==> src/rtl/tetris_pkg.sv <==
// Shared Tetris playfield dimensions, line-clear FSM encoding and scoring table.
package tetris_pkg;

    localparam int TETRIS_ROWS = 20;
    localparam int TETRIS_COLS = 10;

    localparam logic [1:0] ST_IDLE = 2'd0;
    localparam logic [1:0] ST_SCAN = 2'd1;
    localparam logic [1:0] ST_FILL = 2'd2;
    localparam logic [1:0] ST_DONE = 2'd3;

    // Points for clearing cnt rows in one pass: 0,1,3,5,8 then +2 per extra row.
    function automatic logic [7:0] line_points(input logic [4:0] cnt);
        case (cnt)
            5'd0:    return 8'd0;
            5'd1:    return 8'd1;
            5'd2:    return 8'd3;
            5'd3:    return 8'd5;
            default: return 8'd8 + 8'({cnt - 5'd4, 1'b0});
        endcase
    endfunction

endpackage

==> src/rtl/tetris_line_clear.sv <==
// Removes full rows from a locked playfield one row per clock and compacts survivors downward.
// done pulses ROWS+2 cycles after start is accepted; start is ignored (not queued) while busy.
module tetris_line_clear
    import tetris_pkg::*;
#(
    parameter int ROWS    = TETRIS_ROWS,
    parameter int COLS    = TETRIS_COLS,
    parameter int SCORE_W = 7
) (
    input  logic                 clk,
    input  logic                 rst,
    input  logic                 start,
    input  logic                 score_clr,
    input  logic [ROWS*COLS-1:0] board_in,
    output logic                 busy,
    output logic                 done,
    output logic [ROWS*COLS-1:0] board_out,
    output logic [4:0]           lines_cleared,
    output logic [SCORE_W-1:0]   score
);

    localparam int RI = $clog2(ROWS);
    localparam int WW = RI + 1;
    localparam int SW = SCORE_W + 6;

    logic [1:0]      state;
    logic [COLS-1:0] work [ROWS];
    logic [COLS-1:0] filled [ROWS];
    logic [ROWS*COLS-1:0] filled_flat;
    logic [RI-1:0]   rd;
    logic [WW-1:0]   wr;   // one bit wider so it can reach -1 when nothing is cleared
    logic [4:0]      cnt;
    logic [COLS-1:0] rd_row;
    logic            row_full;
    logic [SW-1:0]   score_sum;
    logic [SW-1:0]   score_max;
    logic [SCORE_W-1:0] score_next;

    assign busy     = (state != ST_IDLE);
    assign done     = (state == ST_DONE);
    assign rd_row   = work[rd];
    assign row_full = &rd_row;

    // Rows at or above the final write pointer were vacated by removed rows.
    always_comb begin
        for (int i = 0; i < ROWS; i++) begin
            filled[i] = work[i];
            if (!wr[WW-1] && (WW'(i) <= wr)) begin
                filled[i] = '0;
            end
            filled_flat[i*COLS +: COLS] = filled[i];
        end
    end

    assign score_sum  = SW'(score) + SW'(line_points(cnt));
    assign score_max  = SW'((1 << SCORE_W) - 1);
    assign score_next = (score_sum > score_max) ? score_max[SCORE_W-1:0] : score_sum[SCORE_W-1:0];

    always_ff @(posedge clk or negedge rst) begin
        if (!rst) begin
            state         <= ST_IDLE;
            rd            <= '0;
            wr            <= '0;
            cnt           <= '0;
            board_out     <= '0;
            lines_cleared <= '0;
            score         <= '0;
            for (int i = 0; i < ROWS; i++) begin
                work[i] <= '0;
            end
        end else begin
            case (state)
                ST_IDLE: begin
                    if (score_clr) begin
                        score <= '0;
                    end
                    if (start) begin
                        for (int i = 0; i < ROWS; i++) begin
                            work[i] <= board_in[i*COLS +: COLS];
                        end
                        rd    <= RI'(ROWS - 1);
                        wr    <= WW'(ROWS - 1);
                        cnt   <= '0;
                        state <= ST_SCAN;
                    end
                end
                ST_SCAN: begin
                    if (row_full) begin
                        cnt <= cnt + 5'd1;
                    end else begin
                        work[wr[RI-1:0]] <= rd_row;
                        wr               <= wr - WW'(1);
                    end
                    rd <= rd - RI'(1);
                    if (rd == '0) begin
                        state <= ST_FILL;
                    end
                end
                // Results are registered here so they are already valid while done is high.
                ST_FILL: begin
                    for (int i = 0; i < ROWS; i++) begin
                        work[i] <= filled[i];
                    end
                    board_out     <= filled_flat;
                    lines_cleared <= cnt;
                    score         <= score_next;
                    state         <= ST_DONE;
                end
                ST_DONE: begin
                    state <= ST_IDLE;
                end
                default: begin
                    state <= ST_IDLE;
                end
            endcase
        end
    end

endmodule

==> config.mk <==
export PLATFORM = sky130hd
export DESIGN_NAME = tetris_line_clear
export DESIGN_NICKNAME = d
export VERILOG_FILES = /design/src/rtl/tetris_pkg.sv /design/src/rtl/tetris_line_clear.sv
export SDC_FILE = /design/constraint.sdc
export NUM_CORES = 1
export LEC_CHECK = 0
export CAP_MARGIN = 20
export CORE_UTILIZATION = 35
export DETAILED_ROUTE_END_ITERATION = 16
export PLACE_DENSITY = 0.67
export SYNTH_ARGS = -nofsm -noshare
export SYNTH_HDL_FRONTEND = slang
export SYNTH_SLANG_ARGS = --single-unit
export TNS_END_PERCENT = 5
==> constraint.sdc <==
create_clock -name clk -period 6.69 [get_ports clk]
set_input_delay 1.338 -clock clk [delete_from_list [all_inputs] [get_ports clk]]
set_output_delay 1.338 -clock clk [all_outputs]
set_load 0.02 [all_outputs]
==> out/summary.txt, run 1 <==
Mux cell area share after synthesis: 5.73%
Later-pin clock latency in the skew report: 610 ps
Maximum number of pins on one net before global-route repair: 178
HPWL after detailed placement: 65.6 mm
Fill cells: 5880
Die Width: 252 um
Setup TNS Final: 0 ps
Actual slew at the worst max-slew pin: 1220 ps
DR vias: 20000
Initial DRT Pass Iterations: 8
Post-CTS resize count: 0
Vias in the first global route: 20100
Synth Net Count: 2547
Worst Path Arrival: 5500 ps
Fraction of layout cells with a size suffix above 1: 6.56%
Wire length per cell: 25.6 um
Compound-gate portion of the synthesized area: 20.0%
Setup Viol. Count Final: 0
CORE AREA: 61700 sq um
P&R area growth vs syn: 28.3%
Port bufs: 417
Sw Pwr: 6190 uW
Postcts setup bufs: 0
Slew Limit Fails: 0
Combinational share of power: 48.5%
Critical path class: register to register
Clk buf depth: 3
Switching share of power: 45.6%
Crit end category: register
Cell row count: 91
CP max stage delay: 870 ps
Flop pwr share: 31.5%
Post-synth ARST share: 100%
Total GRT Usage: 27.9%
Post-synth EDFFs: 0
Clock share of power: 20.0%
GR Overflow Total: 0
Unique masters post-synth: 64
Int Power: 7400 uW
CP Cell Sequence: buf_4 -> and2_1 -> a22oi_1 -> nand3_1 -> and3_1 -> or3_1 -> o21bai_4 -> buf_4 -> o211ai_1 -> a221o_1
Clock root cell: clkbuf_16
Commonest cells after routing, fill and taps aside: dfrtp_1, clkdlybuf4s50_1, nand2_1
Initial DRC count: 2149
ANT nets after route: 0
Hold Path Class: register to register
Syn avg cell area: 9.45 sq um
Largest family of logic cells by synthesized area: compound AO/OA/AOI/OAI gates
Yosys reg bits: 430
Via/cell ratio: 5.70
Fin crit share: 74.1%
CTS buffer count: 49
Crit path time final: 4960 ps
Worst-path clk slew: 60 ps
F_max: 202 MHz
Leak Pwr: 0.0116 uW
Antenna violations before repair: 9
Number of top-level design ports: 418
Die height: 252 um
Setup Skew: 28.0 ps
Synth Flop Type: dfrtp_1
Post-Route WL: 90.0 mm
Max VDD drop: 0.285 mV
Unrepaired setup endpoints after global routing: no
Gate Count Post-Synth: 2315
First-pass GRT wire length: 132 mm
Crit path max fanout: 32
Full die area: 63500 sq um
# H-tree levels: 2
Xor-xnor portion of the synthesized cell area: 0.240%
Commonest non-fill, non-tap cell in the layout: dfrtp_1
Initial Util: 35.5%
Top cell by count, worst path: buf_4
CTS Sinks: 430
Post-synthesis sequential area ratio: 49.2%
Hold buffers post-CTS: 0
Number of max-cap violations: 0
Nets@finish: 2862
Synth Cell Area: 21900 sq um
Max stage delay cell, worst path: dfrtp_2
Post-Synth Adder-Cell Area: 1.64%
Worst Path Buf+Inv: 2
Critical Path Source Type: register
Placer congestion estimate: 0.966
Power Density: 484 nW/um^2
Status: completed
Slew Limit Headroom: 18.5%
Synthesis Warnings: 0
Worst path top cell family by delay: simple AND/OR/NAND/NOR gates
Final core utilization: 45.5%
Simple-Gate Fraction of Synth Area: 14.0%
Final Hold Viols: 0
Worst path required time: 7240 ps
CTS tree: built
Remaining DRCs: 0
-- through the flow --
step	instances	worst slack [ps]	power [uW]	cell area [sq um]	hold slack [ps]
after floorplan	2315	3680	8300	21900	450
after detailed placement	3416	1890	10700	26500	473
after global routing	3507	1490	14200	28100	526
final	3507	1730	13600	28100	483
after global placement	3416	2060	10600	26500	474
after CTS	3506	1890	13500	28100	486
-- cell usage after synthesis (4+ instances only) --
cell type  instances  area (sq um)
a211oi_1           5          37.5
a211o_1            4          35.0
o22ai_1           25           156
dfrtp_1          430         10800
nor4_1             4          25.0
nor2_1            74           278
xnor2_1            6          52.6
or2_2              9          56.3
nor2b_1           10          62.6
nand4_1            6          37.5
mux2i_1           59           591
mux2_2            13           146
a31oi_1           13          81.3
and2_0            23           144
nor3_1            72           360
buf_2             30           150
clkbuf_1         126           473
nor3b_1           49           368
o221ai_1          35           307
and2_1            10          62.6
o211ai_1          12          90.1
buf_6             15           169
ha_1              27           338
nand2b_1           6          37.5
a21oi_1           75           375
a221o_1          134          1340
o21ai_0          244          1220
nand3_1           47           235
o21a_1            16           120
buf_12             7           140
a22oi_1           15           113
inv_1            282          1060
mux4_2            23           518
a22o_1            26           228
o211ai_2           5          62.6
nand2_1          323          1210
and3_1            15          93.8
-- tightest hold or removal path: cells and delay by family, from the launching register on --
family / cells / cell delay, ps
AO/OA/AOI/OAI: 1 / 60
flip-flops: 1 / 340
AND/OR/NAND/NOR: 1 / 50
-- cells by family after synthesis --
| logic type | Yosys count |
|---|---|
| fa+ha+maj | 28 |
| xor+xnor | 6 |
| flops | 430 |
| simple gates | 658 |
| buf+inv | 466 |
| mux | 95 |
| compound gates | 632 |
-- sequential cells by signal (all words and copies together) (netlist names) --
| signal | flops |
|---|---|
| work | 200 |
| board_out | 200 |
| rd | 5 |
| cnt | 5 |
| lines_cleared | 5 |
| score | 7 |
| state | 2 |
| wr | 6 |
-- layer usage --
| metal | up-vias | GRT usage [%] | wire, um |
|---|---|---|---|
| li1 | 8723 | - | - |
| met1 | 9930 | 35.9 | 35700 |
| met2 | 1119 | 44.9 | 42100 |
| met3 | 219 | 7.35 | 8370 |
| met4 | 16 | 10.4 | 3690 |
| met5 | - | 0 | 106 |
-- power groups by stage --
| stage | Clock [uW] | Sequential [uW] | Combinational [uW] |
|---|---|---|---|
| floorplan | 0 | 4070 | 4230 |
| global placement | 0 | 4280 | 6290 |
| detailed placement | 0 | 4280 | 6450 |
| CTS | 2740 | 4250 | 6480 |
| global route | 2840 | 4350 | 6970 |
| finish | 2710 | 4290 | 6590 |
-- layout make-up --
cell class	instances	area, sq um	share of cell area (%)
sequential	430	10800	38.3
multi-input combinational	1419	9150	32.6
clock inverter	19	205	0.731
inverter	283	1060	3.78
clock buffer	71	1390	4.95
timing repair buffer	447	4450	15.9
antenna	1	2.50	0.00891
tap	837	1050	3.73
-- worst paths after layout --
kind	from	end	slack [ps]	depth (start not counted)
max reg2reg	rd[0]$_DFFE_PN0P_	work[87]$_DFFE_PN0P_	1730	10
min in group asynchronous	rst	board_out[29]$_DFFE_PN0P_	680	1
max in group asynchronous	rst	board_out[114]$_DFFE_PN0P_	4540	2
max	rd[0]$_DFFE_PN0P_	work[87]$_DFFE_PN0P_	1730	10
min	work[74]$_DFFE_PN0P_	board_out[124]$_DFFE_PN0P_	480	2
min reg2reg	work[74]$_DFFE_PN0P_	board_out[124]$_DFFE_PN0P_	480	2
No activity file was read; power rests on OpenSTA's default activity.
==> inputs of run 2 (changes only) <==
Clock period 6.69 ns to 4.6 ns, I/O delays scaled along.
==> run 2 against run 1 <==
Effect of this change: non-clock buffer count grew 24; total power grew 49%; worst setup slack lost 1200 ps; sequential power grew 43%; register-to-register slack lost 1200 ps; clock power grew 49%; first-iteration DRC count grew 13%; cell area grew 1.1%; combinational power grew 52%; wire length grew 0.61%; largest cell class unchanged; highest routed layer unchanged.
==> out/summary.txt, run 2 (same netlist as run 1, synthesis figures left out) <==
Status: completed
Initial DRT Pass Iterations: 5 (-3)
CTS tree: built
Int Power: 11100 uW (+50%)
Worst-path clk slew: 60 ps (about the same)
Number of top-level design ports: 418 (unchanged)
Fin crit share: 88.0% (+14 points)
Final core utilization: 46.0% (+0.48 points)
Leak Pwr: 0.0118 uW (+1.4%)
Initial Util: 35.5% (unchanged)
CTS buffer count: 48 (-2.0%)
Worst Path Arrival: 4570 ps (-930 ps)
Flop pwr share: 30.3% (-1.2 points)
Port bufs: 417 (unchanged)
Fill cells: 5893 (+0.22%)
FF+latch area: 10800 sq um (unchanged)
Critical path class: register to register
Critical Path Source Type: register
Maximum number of pins on one net before global-route repair: 96 (-46%)
Nets@finish: 2885 (+0.80%)
CP max stage delay: 620 ps (-250 ps)
Setup Viol. Count Final: 0 (unchanged)
Clk buf depth: 3 (unchanged)
Multi-input logic area: 9150 sq um (unchanged)
Commonest non-fill, non-tap cell in the layout: dfrtp_1
Setup Skew: 23.4 ps (-4.64 ps)
Slew Limit Fails: 0 (unchanged)
Hold Path Class: primary input to async pin
Largest regs: board_out: 200 flops, work: 200 flops, score: 7 flops
DR vias: 20000 (-0.055%)
Clock share of power: 20.0% (about the same)
Max VDD drop: 0.444 mV (+56%)
Final Hold Viols: 0 (unchanged)
Cell row count: 91 (unchanged)
Clock root cell: clkbuf_16
HPWL after detailed placement: 65.7 mm (+0.21%)
Vias in the first global route: 20000 (-0.13%)
R2R setup slack: 550 ps (-1180 ps)
Crit path max fanout: 31 (-3.1%)
Via/cell ratio: 5.67 (-0.59%)
Finished layout cell area: 28400 sq um (+1.1%)
Crit end category: register
Antenna violations before repair: 7 (-2)
Final Worst Setup Slack: 552 ps (-1180 ps)
CTS Sinks: 430 (unchanged)
CORE AREA: 61700 sq um (unchanged)
CP Cell Sequence: buf_12 -> mux4_2 -> mux2i_1 -> o22ai_1 -> a21oi_2 -> or3_1 -> nor3_2 -> buf_4 -> nor2_1 -> a221o_1
Sw Pwr: 9110 uW (+47%)
Actual slew at the worst max-slew pin: 1130 ps (-91.6 ps)
Placer congestion estimate: 0.948 (-1.9%)
Worst slack, placed: 705 ps (-1190 ps)
Die height: 252 um (unchanged)
# H-tree levels: 2 (unchanged)
Worst path required time: 5120 ps (-2120 ps)
Number of max-cap violations: 0 (unchanged)
First-pass GRT wire length: 133 mm (+0.21%)
Wire length per cell: 25.7 um (about the same)
Hold buffers post-CTS: 0 (unchanged)
Total GRT Usage: 28.0% (+0.11 points)
ANT nets after route: 0 (unchanged)
GR Overflow Total: 0 (unchanged)
Power Density: 712 nW/um^2 (+47%)
Remaining DRCs: 0 (unchanged)
Switching share of power: 45.1% (-0.47 points)
Initial DRC count: 2437 (+13%)
Post-placement cell area: 26700 sq um (+0.96%)
Postcts setup bufs: 0 (unchanged)
Post-CTS resize count: 0 (unchanged)
FF-to-FF End: work[2]$_DFFE_PN0P_
Die Width: 252 um (unchanged)
Commonest cells after routing, fill and taps aside: dfrtp_1, clkdlybuf4s50_1, nand2_1
Full die area: 63500 sq um (unchanged)
Worst r2r src: rd[0]$_DFFE_PN0P_
Hold Worst Slack: 352 ps (-131 ps)
R2R depth: 10 (unchanged)
Fraction of layout cells with a size suffix above 1: 7.44% (+0.88 points)
Setup TNS Final: 0 ps (unchanged)
P&R area growth vs syn: 29.6%
Slew Limit Headroom: 23.8% (+5.3 points)
Combinational share of power: 49.6% (+1.1 points)
Later-pin clock latency in the skew report: 600 ps (about the same)
Max stage delay cell, worst path: dfrtp_2
F_max: 247 MHz (+22%)
Post-Route WL: 90.5 mm (+0.61%)
Unrepaired setup endpoints after global routing: no
Crit path time final: 4050 ps (-910 ps)
-- run 2: cell types whose count changed in the layout (fill, tap and decap cells not counted) --
cell       previous run  this run
bufinv_16             3         5
clkbuf_1             14         8
inv_6                 1         2
clkbuf_8              8        11
buf_4                26        44
clkinv_2             10         7
buf_12                4        10
clkinv_8              2         0
-- run 2: layout make-up --
class                           instances  area share (%)
Antenna cell                            1         0.00882
Clock buffer                           68            4.96
Clock inverter                         17           0.798
Inverter                              283            3.74
Multi-Input combinational cell       1419            32.2
Sequential cell                       430            37.9
Tap cell                              837            3.69
Timing Repair Buffer                  471            16.6
-- run 2: stage by stage --
step           power [uW]  instances
2_1_floorplan       12100       2315
3_3_place_gp        15700       3440
3_5_place_dp        15900       3440
4_1_cts             20000       3525
5_1_grt             21000       3526
6_report            20200       3526
-- run 2: layer usage --
| layer | global-route usage [%] | wire length [um] | part of all wire (%) |
|---|---|---|---|
| met5 | 0 | 65 | 0.072 |
| met4 | 11.9 | 4080 | 4.5 |
| met3 | 6.27 | 7870 | 8.7 |
| met2 | 44.7 | 42200 | 47 |
| met1 | 36.6 | 36200 | 40 |
-- run 2: worst max-delay path: cells and delay by family, from the launching register on --
family | cells | cell delay [ps]
AOI/OAI and AO/OA | 3 | 790
buffers and inverters | 2 | 510
DFF | 1 | 620
muxes | 2 | 800
and+or+nand+nor | 3 | 1210
-- run 2: worst max-delay path by stage --
stage	start	endpoint	slack, ps	cells after the start
after floorplan	rd[1]$_DFFE_PN0P_	work[186]$_DFFE_PN0P_	1710	16
after global placement	rd[1]$_DFFE_PN0P_	work[197]$_DFFE_PN0P_	810	10
after detailed placement	rd[0]$_DFFE_PN0P_	work[89]$_DFFE_PN0P_	710	10
after CTS	rd[0]$_DFFE_PN0P_	work[89]$_DFFE_PN0P_	710	10
after global routing	rd[0]$_DFFE_PN0P_	work[69]$_DFFE_PN0P_	440	10
final	rd[0]$_DFFE_PN0P_	work[2]$_DFFE_PN0P_	550	10
-- run 2: power groups by stage --
stage / Clock (uW) / Combinational [uW] / Sequential, uW
detailed placement: 0 / 9810 / 6120
finish: 4050 / 10000 / 6130
global route: 4240 / 10600 / 6210
floorplan: 0 / 6150 / 5920
CTS: 4100 / 9850 / 6070
global placement: 0 / 9620 / 6110
